File: src/rtl/branch_sequencer.sv
// Conditional-branch controller: borrows the shared ALU to form A-B, decides the branch
// from the difference and opcode, then issues a one-cycle PC load (plus flush when taken).
module branch_sequencer #(
    parameter int N   = 19,
    parameter int M   = 3,
    parameter int AW  = 12,
    parameter int TMO = 15
) (
    input  logic          clk,
    input  logic          rst,
    input  logic          br_valid,
    output logic          br_ready,
    input  logic [M:0]    br_opc,
    input  logic [N:0]    br_a,
    input  logic [N:0]    br_b,
    input  logic [AW-1:0] br_pc,
    input  logic [AW-1:0] br_target,
    output logic          alu_req,
    input  logic          alu_gnt,
    output logic [N:0]    alu_a,
    output logic [N:0]    alu_b,
    input  logic          alu_done,
    input  logic [N:0]    alu_result,
    output logic          pc_load,
    output logic [AW-1:0] pc_next,
    output logic          flush,
    output logic          taken,
    output logic          err
);

    typedef enum logic [1:0] {
        IDLE   = 2'd0,
        REQ    = 2'd1,
        WAIT   = 2'd2,
        UPDATE = 2'd3
    } state_t;

    localparam logic [3:0]    CNT_LAST = 4'(TMO - 1);
    localparam logic [AW-1:0] PC_ONE   = {{(AW-1){1'b0}}, 1'b1};
    localparam logic [N:0]    R_ZERO   = {(N+1){1'b0}};

    // Exactly one of neg/zero/pos holds for any difference; overflow is not corrected.
    function automatic logic branch_cond(input logic [2:0] opc, input logic [N:0] r);
        logic neg_v;
        logic zero_v;
        logic pos_v;
        neg_v  = opc[2] & r[N];
        zero_v = opc[1] & (r == R_ZERO);
        pos_v  = opc[0] & ~r[N] & (r != R_ZERO);
        return neg_v | zero_v | pos_v;
    endfunction

    state_t        state_r;
    state_t        state_d;
    logic [2:0]    opc_r;
    logic [AW-1:0] pc_r;
    logic [AW-1:0] target_r;
    logic [3:0]    cnt_r;
    logic [3:0]    cnt_d;
    logic [N:0]    alu_a_r;
    logic [N:0]    alu_b_r;
    logic          pc_load_r;
    logic [AW-1:0] pc_next_r;
    logic          flush_r;
    logic          taken_r;
    logic          err_r;

    logic          accept_s;
    logic          load_s;
    logic          taken_s;
    logic          err_s;
    logic [AW-1:0] pc_sel_s;
    logic [AW-1:0] tgt_sel_s;
    logic [AW-1:0] next_pc_s;

    // Next-state, decision and timeout-counter logic.
    always_comb begin
        state_d  = state_r;
        cnt_d    = cnt_r;
        accept_s = 1'b0;
        load_s   = 1'b0;
        taken_s  = 1'b0;
        err_s    = 1'b0;
        case (state_r)
            IDLE: begin
                if (br_valid) begin
                    accept_s = 1'b1;
                    if (br_opc[3]) begin
                        state_d = UPDATE;
                        load_s  = 1'b1;
                        taken_s = 1'b1;
                    end else if (br_opc[2:0] == 3'b000) begin
                        state_d = UPDATE;
                        load_s  = 1'b1;
                    end else begin
                        state_d = REQ;
                    end
                end else begin
                    state_d = IDLE;
                end
            end
            REQ: begin
                if (alu_gnt) begin
                    state_d = WAIT;
                    cnt_d   = 4'd0;
                end else begin
                    state_d = REQ;
                end
            end
            WAIT: begin
                // A result arriving on the last allowed cycle wins over the timeout.
                if (alu_done) begin
                    state_d = UPDATE;
                    load_s  = 1'b1;
                    taken_s = branch_cond(opc_r, alu_result);
                end else if (cnt_r == CNT_LAST) begin
                    state_d = UPDATE;
                    load_s  = 1'b1;
                    err_s   = 1'b1;
                    cnt_d   = cnt_r + 4'd1;
                end else begin
                    cnt_d   = cnt_r + 4'd1;
                end
            end
            UPDATE: begin
                state_d = IDLE;
            end
            default: begin
                state_d = IDLE;
            end
        endcase
    end

    // Direct IDLE->UPDATE branches have not latched yet, so take PC/target from the inputs.
    always_comb begin
        if (state_r == IDLE) begin
            pc_sel_s  = br_pc;
            tgt_sel_s = br_target;
        end else begin
            pc_sel_s  = pc_r;
            tgt_sel_s = target_r;
        end
        next_pc_s = taken_s ? tgt_sel_s : (pc_sel_s + PC_ONE);
    end

    // State, latched branch data and registered outputs.
    always_ff @(posedge clk or posedge rst) begin
        if (rst) begin
            state_r   <= IDLE;
            opc_r     <= 3'd0;
            pc_r      <= {AW{1'b0}};
            target_r  <= {AW{1'b0}};
            cnt_r     <= 4'd0;
            alu_a_r   <= {(N+1){1'b0}};
            alu_b_r   <= {(N+1){1'b0}};
            pc_load_r <= 1'b0;
            pc_next_r <= {AW{1'b0}};
            flush_r   <= 1'b0;
            taken_r   <= 1'b0;
            err_r     <= 1'b0;
        end else begin
            state_r   <= state_d;
            cnt_r     <= cnt_d;
            pc_load_r <= load_s;
            flush_r   <= load_s & taken_s;
            err_r     <= err_s;
            if (accept_s) begin
                opc_r    <= br_opc[2:0];
                pc_r     <= br_pc;
                target_r <= br_target;
                alu_a_r  <= br_a;
                alu_b_r  <= br_b;
            end
            if (load_s) begin
                taken_r   <= taken_s;
                pc_next_r <= next_pc_s;
            end
        end
    end

    assign br_ready = (state_r == IDLE);
    assign alu_req  = (state_r == REQ);
    assign alu_a    = alu_a_r;
    assign alu_b    = alu_b_r;
    assign pc_load  = pc_load_r;
    assign pc_next  = pc_next_r;
    assign flush    = flush_r;
    assign taken    = taken_r;
    assign err      = err_r;

endmodule

File: config.mk
export PLATFORM = sky130hd
export DESIGN_NAME = branch_sequencer
export DESIGN_NICKNAME = d
export VERILOG_FILES = /design/src/rtl/branch_sequencer.sv
export SDC_FILE = /design/constraint.sdc
export NUM_CORES = 1
export LEC_CHECK = 0
export ABC_CLOCK_PERIOD_IN_PS = 3000
export CORE_MARGIN = 2
export CORE_UTILIZATION = 41
export CTS_BUF_LIST = sky130_fd_sc_hd__clkbuf_8 sky130_fd_sc_hd__clkbuf_16
export DETAILED_ROUTE_END_ITERATION = 10
export PLACE_DENSITY = 0.89
export SKIP_CTS_REPAIR_TIMING = 1
export SLEW_MARGIN = 20
export SYNTH_ARGS = -nofsm -noshare
export SYNTH_HDL_FRONTEND = slang
export SYNTH_SLANG_ARGS = --single-unit
File: constraint.sdc
create_clock -name clk -period 3 [get_ports clk]
set_input_delay 0.3 -clock clk [delete_from_list [all_inputs] [get_ports clk]]
set_output_delay 0.3 -clock clk [all_outputs]
set_load 0.02 [all_outputs]
After elaboration in Yosys (flattened, before gate mapping)
Cells that the tools add are included.
Word-level totals
  register bits after elaboration: 89
  bits of input ports: 93
  output and inout port bits: 58
  word-level logic and storage cells: 62
Operators by class
  add/sub/neg operators: 2
  equality and inequality tests: 7
  mux-type cells: 27
  bitwise logic cells: 8
  reduce and logical (&&, ||, !) cells: 6
Operators with widths (count)
  two-way mux 12 bit: 3
  zero test 20 bit: 1
  nonzero test 20 bit: 1
  adder 12 x 1 -> 12 bit (second input constant): 1
  two-way mux 1 bit: 12
  two-way mux 2 bit: 6
  two-way mux 4 bit: 2
  case mux 2 bit (4 select lines): 1
  case mux 4 bit (2 select lines): 1
  bitwise AND 1 bit: 5
  adder 4 x 1 -> 4 bit (second input constant): 1
  == test 2 bit (second input constant): 2
  == test 4 bit (second input constant): 1
  case mux 1 bit (2 select lines): 2
  zero test 3 bit: 1
  inequality test 3 bit (second input constant): 1
  AND reduction 3 bit: 1
  == test 2 x 1 -> 1 bit (second input constant): 1
  zero test 2 bit: 1
  inequality test 2 x 1 -> 1 bit (second input constant): 1
  inequality test 2 bit (second input constant): 1
  bitwise OR 1 bit: 2
  nonzero test 2 bit: 1
  inverter 1 bit: 1

Depth between registers and ports, before layout
Gate-level depths: netlist of the first run.
  depth after elaboration: 7
  mapped depth: 14
  mapped depth without buffers: 10

Worst setup path after synthesis of the first run
Ideal clock, no wire load.
  path kind: register to register
  from: register state_r[0]
  to: register pc_next_r[6] (netlist: pc_next[6])
  setup time: 0.126 ns
  data arrival time: 3.198 ns
  data required time: 2.874 ns
  slack: -0.324 ns
  cell stages (with the launch flop): 15
  path buffers: 4
  clock period less this slack: 3.324 ns
  cell sequence: dfrtp_1 > inv_1 > ha_1 > buf_2 > buf_2 > buf_4 > buf_2 > mux2_2 > ha_1 > nand4_1 > a21oi_1 > a21o_1 > a32oi_1 > nor3_1 > a221o_1
On the way
  longest elaborated chain between the ends: 4
RTL lines
  start, declared: line 53  | state_t state_r;
  start signal, assigned: line 162  | state_r <= state_d;
  zero test 2 bit (*)
  named net br_ready: line 12  | output logic br_ready,
  two-way mux 12 bit: line 136  | if (state_r == IDLE) begin
  adder 12 x 1 -> 12 bit: line 143  | next_pc_s = taken_s ? tgt_sel_s : (pc_sel_s + PC_ONE);
  two-way mux 12 bit: line 143
  end signal, assigned: line 157  | pc_next_r <= {AW{1'b0}};
  end signal, assigned: line 176  | pc_next_r <= next_pc_s;
  end, declared: line 63  | logic [AW-1:0] pc_next_r;
The timed path passes the listed nets; every way through them passes the cells marked *.
A chain may end at the register's enable or synchronous reset.

Worst setup path after layout of the first run
  from: register state_r[0]
  to: register pc_next_r[6] (netlist: pc_next[6])
On the way
  longest elaborated chain between the ends: 4
RTL lines (line)
  zero test 2 bit: 84, 136
  two-way mux 12 bit: 136
  adder 12 x 1 -> 12 bit: 143
  two-way mux 12 bit: 143
Parallel ways exist; a longest one is shown, timed or not.

==> results of run 1 <==
## logic make-up (layout without fill, tap and decap cells)
group                      count (synthesis)  after routing  share of synthesized area (%)
muxes                                     90             90                          23.64
xor gates and xnor gates                  10             10                          2.086
buffers and inverters                     25            180                          2.772
and+or+nand+nor                           69             69                          8.853
AOI/OAI and AO/OA                         42             42                          7.809
adders and majority gates                  6              6                          1.788
DFF                                       89             89                          53.06
## layout make-up
class	count	area [um2]	share of cell area, %
clock buffer	10	137.6	2.266
clock inverter	6	83.83	1.380
inverter	8	31.28	0.5150
multi-input combinational	217	1868	30.76
sequential	89	2227	36.67
tap	133	166.4	2.740
timing repair buffer	156	1559	25.67
## where the power goes
group | internal, mW | total [mW] | switching (mW)
logic | 1.66 | 3.15 | 1.49
registers | 1.78 | 2.13 | 0.348
clock network | 0.488 | 0.909 | 0.421
total | 3.93 | 6.19 | 2.26
## flip-flops by register name (all words and copies together) (netlist names)
name	cells
state_r	2
flush	1
cnt_r	4
pc_next	12
taken	1
target_r	12
pc_r	12
pc_load	1
err	1
alu_a	20
alu_b	20
opc_r	3
## layer usage
layer	up-vias	global-route usage, %	share of wire (%)
met5	-	0	0
met4	0	6.190	1.7
met3	17	6.737	7.4
li1	1510	-	-
met2	110	32.03	51
met1	1579	21.74	40
## worst reg2reg max path, delay by kind of cell (launching register included)
family | cells | cell delay [ps]
muxes | 1 | 240
adders and majority gates | 2 | 550
AOI/OAI and AO/OA | 3 | 980
buffers and inverters | 1 | 130
DFF | 1 | 400
and+or+nand+nor | 3 | 320
## layout by cell type (no fill, tap or decap), drive strengths merged, types with 10 or more instances in the layout
cell type	instances
clkdlybuf4s50	150
dfrtp	89
mux2	73
mux2i	17
nor2	14
nor3	10
nand2	10
clkbuf	10
nand3	10
## stage by stage
step	hold WS [ps]	utilization, %	power [mW]
floorplan	450.5	-	4.068
global placement	476.9	59.32	5.201
detailed placement	486.5	59.32	5.312
CTS	363.2	61.57	6.243
global route	416.7	61.57	6.570
finish	355.2	61.57	6.185
## path summary, 6_finish.rpt
check	startpoint	to
worst max-delay path	state_r[0]$_DFFE_PP0P_	pc_next[6]$_DFFE_PP0P_
worst min-delay path	rst	alu_b[4]$_DFFE_PP0P_
worst max register to register	state_r[0]$_DFFE_PP0P_	pc_next[6]$_DFFE_PP0P_
worst min register to register	taken$_DFFE_PP0P_	taken$_DFFE_PP0P_
max in group asynchronous	rst	alu_a[7]$_DFFE_PP0P_
min in group clk	taken$_DFFE_PP0P_	taken$_DFFE_PP0P_
==> metrics, run 1 <==
LEAKAGE 2.476 nW; Max FO, Critical Path 26; Tot GR Track Use 18.73%; CTS Buf Count 9; FILL cells 765; Synth Net Count 430; most numerous cell in the Yosys netlist dfrtp_1; fin. max-slew vios 0; ratio of cells with drive above 1 in the final layout 21.19%; clock sink count 89; FF-to-FF setup slack 260 ps; clock root cell clkbuf_8; placed cells 603; Wirelength per Cell 16.00 um; Die Area 11,060 um2; Place WS 288.9 ps; VDD IR max 0.5427 mV; CTS max path bufs 2; library cells used by synthesis 45; Mapped Cells 331; Max stage delay on crit path 490 ps; critical path's slowest cell a21oi_1; leading area contributor after synthesis dfrtp_1; Die H 105.2 um; first-pass GRT wire length 16,600 um; fin crit share 91.33%; total number of vias 3,216; crit path kind reg2reg; critical path depth 10; Post-Layout Cell Count 619; Fmax 0.3650 GHz; number of port buffers 150; num rows 36; Least-Margin Pin Slew 819.8 ps; initial antenna violation count 0; Buf/Inv on CP 1; ant diodes 0; vias in the first global route 3,408; worst skew pair latency 350 ps; cells along the critical path inv_1 -> ha_4 -> mux2_2 -> ha_1 -> nand4_1 -> a21oi_1 -> nand3_1 -> a32oi_1 -> nor3_1 -> a221o_1; area of the core 9864 um2; CP startpoint kind flip-flop; CTS tree done; Area Growth Syn to Fin 44.68%; drc violations 0; top post-synthesis cells by area dfrtp_1 53%, mux2_2 20%, mux2i_1 4.1%, ha_1 1.8%, a311oi_2 1.4%; CP required 3240 ps; max_cap viols 0; Worst setup EP type flip-flop; global route overflow 0; Post-synth top cells 89 x dfrtp_1, 73 x mux2_2, 17 x mux2i_1; Crit path arrival time 2980 ps; warnings from Yosys 0; most used flip-flop cell after synthesis dfrtp_1; gp weighted congestion 0.7882; Hold Path Class in2async; post-synth top area share 53.06%; PD cells 1018 nW/um2; RSZ-0062 raised after global routing no; ys async rst share 100.0%; Initial Util 42.55%; status finished, final reports clean; fin nets 580; syn_area_per_cell 12.68 um2; Worst-path clk slew 90 ps; Routed Antenna Nets 0; R2R depth 10; IO Pins 151; Setup violations, final 0; Seq/Total Area, Yosys 53.06%; final setup TNS 0 ps; Post-synth EDFFs 0; Cell Area, Synth 4198 um2; Detailed Route WL 9904 um; DRT iter0 DRCs 98; drt pass-1 iters 4; final hold vios 0; Min Clock Period, post-route 2740 ps; Final Instance Area 6073 um2; Post-Place Cell Area 5852 um2; H-tree Lvls 3; CP delay by family, top compound AO/OA/AOI/OAI gates; final worst clock skew 9.345 ps; DIE WIDTH 105.2 um; Final WS setup 260.0 ps; Post-DP HPWL 7467 um; largest net degree at the start of global routing 66; flops & latches, synth 89; Via density 5.195; slew margin rel. 45.34%
No activity file was read; power rests on OpenSTA's default activity.
==> run 2: changes to the inputs <==
ABC_CLOCK_PERIOD_IN_PS = 2900   (was 3000)
CAP_MARGIN = 30   (was default)
CORE_UTILIZATION = 45   (was 41)
PLACE_DENSITY = 0.92   (was 0.89)
clock period = 2.9 ns   (was 3 ns; I/O delays follow)
==> run 2 against run 1 <==
Against the previous run:
- design area shrank 0.58%
- register-to-register slack gained 95 ps
- critical path type unchanged
- sequential power grew 3%
- sequential share of layout area grew 0.21 points
- critical path depth shrank 1
- clock power grew 2.6%
- maximum frequency grew 7.7%
- cell count shrank 3.9%
- die area shrank 8.6%
==> metrics, run 2 (synthesis gave the netlist of run 1 again) <==
final setup TNS 0 ps; CTS Buf Count 9; drc violations 0; sw frac 36.67%; most frequent cells in the layout 150 x clkdlybuf4s50_1, 89 x dfrtp_1, 73 x mux2_2; register share of total power 34.4%; DRT iter0 DRCs 67; vias in the first global route 3,396; Initial Util 45.86%; Tot GR Track Use 20.73%; number of port buffers 150; fin. max-slew vios 0; largest net degree at the start of global routing 65; CP required 3160 ps; FF-to-FF setup slack 360 ps; Wirelength per Cell 16.93 um; final hold vios 0; Post-Place Cell Area 5821 um2; clock share of power 14.6%; Detailed Route WL 10,070 um; Psw 2.349 mW; worst skew pair latency 350 ps; Worst-path clk slew 90 ps; reg-to-reg endpoint pc_next[10]$_DFFE_PP0P_; Fmax 0.3930 GHz; Max FO, Critical Path 26; ratio of cells with drive above 1 in the final layout 21.49%; num rows 35; combinational fraction of design power 51.0%; R2R depth 9; initial antenna violation count 0; Via density 5.387; Crit path arrival time 2810 ps; global route overflow 0; final worst clock skew 12.68 ps; LEAKAGE 2.459 nW; CTS max path bufs 2; first-pass GRT wire length 16,380 um; Reg-to-Reg Start state_r[1]$_DFFE_PP0P_; area of the core 9153 um2; Min Clock Period, post-route 2545 ps; CTS tree done; CP startpoint kind flip-flop; H-tree Lvls 3; max_cap viols 0; Area Growth Syn to Fin 43.84%; Hold Path Class in2async; commonest non-fill, non-tap cell in the layout clkdlybuf4s50_1; slew margin rel. 45.25%; placed cells 580; drt pass-1 iters 4; gp weighted congestion 0.7994; Int Pwr 4.056 mW; Die H 100.6 um; Routed Antenna Nets 0; DIE WIDTH 100.6 um; Post-Layout Cell Count 595; clock root cell clkbuf_8; ant diodes 0; fin nets 579; IO Pins 151; Setup violations, final 0; PD cells 1061 nW/um2; Worst setup EP type flip-flop; Die Area 10,120 um2; total number of vias 3,205; crit path kind reg2reg; RSZ-0062 raised after global routing no; VDD IR max 0.5661 mV; Final Instance Area 6038 um2; Least-Margin Pin Slew 821.3 ps; fin crit share 87.75%; Post-DP HPWL 7546 um; clock sink count 89; status finished, final reports clean
[run 2: area by class of cell]
class	count	area, um2
Clock buffer	10	137.6
Clock inverter	5	80.08
Fill cell	673	3114
Inverter	8	31.28
Multi-Input combinational cell	217	1872
Sequential cell	89	2227
Tap cell	111	138.9
Timing Repair Buffer	155	1551
[run 2: worst max-delay path by stage]
stage | startpoint | to | cells past startpoint
global route | state_r[1]$_DFFE_PP0P_ | pc_next[11]$_DFFE_PP0P_ | 9
global placement | alu_result[19] | pc_next[7]$_DFFE_PP0P_ | 8
floorplan | state_r[1]$_DFFE_PP0P_ | pc_next[6]$_DFFE_PP0P_ | 14
detailed placement | alu_result[15] | pc_next[7]$_DFFE_PP0P_ | 8
CTS | state_r[1]$_DFFE_PP0P_ | pc_next[6]$_DFFE_PP0P_ | 10
finish | state_r[1]$_DFFE_PP0P_ | pc_next[10]$_DFFE_PP0P_ | 9
[run 2: worst max-delay path, stage by stage, from the launching register on]
cell and delay (ps):
dfrtp_1 400, inv_1 130, ha_4 290, buf_4 370, nand4_1 180, a21oi_2 350, nand3b_1 150, xor2_1 250
nor3_1 90, a311oi_2 230
[run 2: layer usage]
| metal | vias to the layer above | GRT usage, % | part of all wire [%] |
|---|---|---|---|
| met1 | 1569 | 24.29 | 39 |
| met4 | 0 | 7.376 | 1.9 |
| met3 | 17 | 7.559 | 8.3 |
| met5 | - | 0 | 0 |
| li1 | 1501 | - | - |
| met2 | 118 | 35.03 | 50 |
[run 2: per-stage QoR]
| stage | hold WS (ps) | worst slack (ps) | power [mW] | util [%] |
|---|---|---|---|---|
| final | 298.4 | 355.2 | 6.404 | 65.97 |
| after global placement | 481.0 | 364.7 | 5.388 | 63.60 |
| after CTS | 306.3 | 330.9 | 6.467 | 65.97 |
| after floorplan | 440.5 | 30.29 | 4.224 | - |
| after global routing | 330.9 | 69.87 | 6.811 | 65.97 |
| after detailed placement | 474.5 | 224.0 | 5.516 | 63.60 |
[run 2: power by group through the flow]
stage / combinational, mW / sequential (mW) / clock [mW]
3_3_place_gp: 3.20 / 2.19 / 0
2_1_floorplan: 1.60 / 2.63 / 0
4_1_cts: 3.31 / 2.21 / 0.950
5_1_grt: 3.52 / 2.28 / 1.01
3_5_place_dp: 3.29 / 2.22 / 0
6_report: 3.27 / 2.20 / 0.933
==> run 3: changes to the inputs <==
REMOVE_ABC_BUFFERS = 1   (was default)
==> run 3 against run 2 <==
Against the previous run:
- design area increased by 0.29%
- count of clock-buffer cells in the layout unchanged
- sequential cell count unchanged
- combinational power about the same
- critical path type unchanged
==> metrics, run 3 (synthesis gave the netlist of run 1 again) <==
total power 6.366 mW; ratio of cells with drive above 1 in the final layout 21.36%; reg-to-reg endpoint pc_next[6]$_DFFE_PP0P_; max_cap viols 0; sw frac 36.11%; IO Pins 151; Setup violations, final 0; CP startpoint kind flip-flop; commonest non-fill, non-tap cell in the layout clkdlybuf4s50_1; placed cells 582; Post-DP HPWL 7057 um; H-tree Lvls 3; Tot GR Track Use 19.97%; Initial Util 45.86%; num rows 35; initial antenna violation count 0; global route overflow 0; LEAKAGE 2.481 nW; fin. max-slew vios 0; Post-Layout Cell Count 598; CTS tree done; Worst-path clk slew 90 ps; Area Growth Syn to Fin 44.26%; Crit path arrival time 2860 ps; Psw 2.298 mW; final worst clock skew 13.29 ps; FF-to-FF setup slack 280 ps; Die Area 10,120 um2; Detailed Route WL 9726 um; critical path's slowest cell a21oi_1; DIE WIDTH 100.6 um; PD cells 1051 nW/um2; final hold vios 0; clock root cell clkbuf_8; Min Clock Period, post-route 2619 ps; Place WS 251.7 ps; most frequent cells in the layout 150 x clkdlybuf4s50_1, 89 x dfrtp_1, 73 x mux2_2; area of the core 9153 um2; drc violations 0; fin crit share 90.31%; RSZ-0062 raised after global routing no; R2R depth 10; total number of vias 3,208; vias in the first global route 3,379; combinational fraction of design power 51.0%; CTS max path bufs 2; Reg-to-Reg Start state_r[1]$_DFFE_PP0P_; gp weighted congestion 0.8215; Buf/Inv on CP 1; Hold Path Class in2async; CTS Buf Count 9; Int Pwr 4.067 mW; final core utilization 66.17%; DRT iter0 DRCs 113; Routed Antenna Nets 0; Post-Place Cell Area 5834 um2; drt pass-1 iters 4; Final WS setup 280.9 ps; first-pass GRT wire length 15,920 um; slew margin rel. 44.33%; largest net degree at the start of global routing 65; final hold slack 358.0 ps; Max stage delay on crit path 540 ps; clock share of power 14.7%; CP delay by family, top compound AO/OA/AOI/OAI gates; Least-Margin Pin Slew 835.1 ps; ant diodes 0; worst skew pair latency 350 ps; cells along the critical path inv_1 -> ha_2 -> mux2_2 -> ha_1 -> nand4_1 -> a21oi_1 -> nand3_1 -> a32oi_1 -> nor3_1 -> a221o_1; Wirelength per Cell 16.26 um; status finished, final reports clean; crit path kind reg2reg; Worst setup EP type flip-flop; Via density 5.365; fin nets 581; clock sink count 89; Final Instance Area 6056 um2; Max FO, Critical Path 8; Die H 100.6 um; final setup TNS 0 ps; VDD IR max 0.5799 mV; Fmax 0.3818 GHz; FILL cells 666; register share of total power 34.3%; number of port buffers 150; CP required 3140 ps
[run 3: cell count changes in the layout (fill, tap and decap cells not counted), sizes merged]
cell      previous run  this run
clkinvlp             2         1
inv                  6         8
buf                  5         7
[run 3: area by class of cell]
cell class              count  area [um2]  area share (%)
clock buffers              10       137.6           2.273
clock inverters             6       83.83           1.384
inverters                   8       31.28          0.5165
multi-input cells         217        1858           30.68
flip-flops and latches     89        2227           36.78
well taps                 111       138.9           2.293
repair buffers            157        1579           26.07
[run 3: worst max path at each step]
stage          slack, ps  depth (start not counted)                   start                     end
2_1_floorplan      -1800                          9  state_r[0]$_DFFE_PP0P_  pc_next[8]$_DFFE_PP0P_
3_3_place_gp         350                          9                br_pc[0]  pc_next[6]$_DFFE_PP0P_
3_5_place_dp         250                          9                br_pc[0]  pc_next[6]$_DFFE_PP0P_
4_1_cts              290                         10  state_r[0]$_DFFE_PP0P_  pc_next[6]$_DFFE_PP0P_
5_1_grt               20                         10  state_r[1]$_DFFE_PP0P_  pc_next[6]$_DFFE_PP0P_
6_report             280                         10  state_r[1]$_DFFE_PP0P_  pc_next[6]$_DFFE_PP0P_
[run 3: power groups by stage]
stage,Clock (mW),Combinational (mW),Sequential [mW]
after CTS,0.964,3.29,2.19
after global routing,1.01,3.50,2.27
final,0.936,3.25,2.18
after global placement,0,3.19,2.17
after detailed placement,0,3.26,2.21
after floorplan,0,1.51,2.62
[run 3: worst register-to-register path: stages (launching register included)]
cell and delay [ps]:
dfrtp_1 410, inv_1 90, ha_2 260, mux2_2 190
ha_1 220, nand4_1 130, a21oi_1 540, nand3_1 140
a32oi_1 210, nor3_1 60, a221o_1 260
[run 3: per-layer routing]
metal,wire (um),vias to the layer above,global-route usage [%]
met1,3982,1563,24.32
met2,4806,114,33.44
met3,806,14,6.657
met5,0,-,0
met4,130,0,6.533
li1,-,1517,-
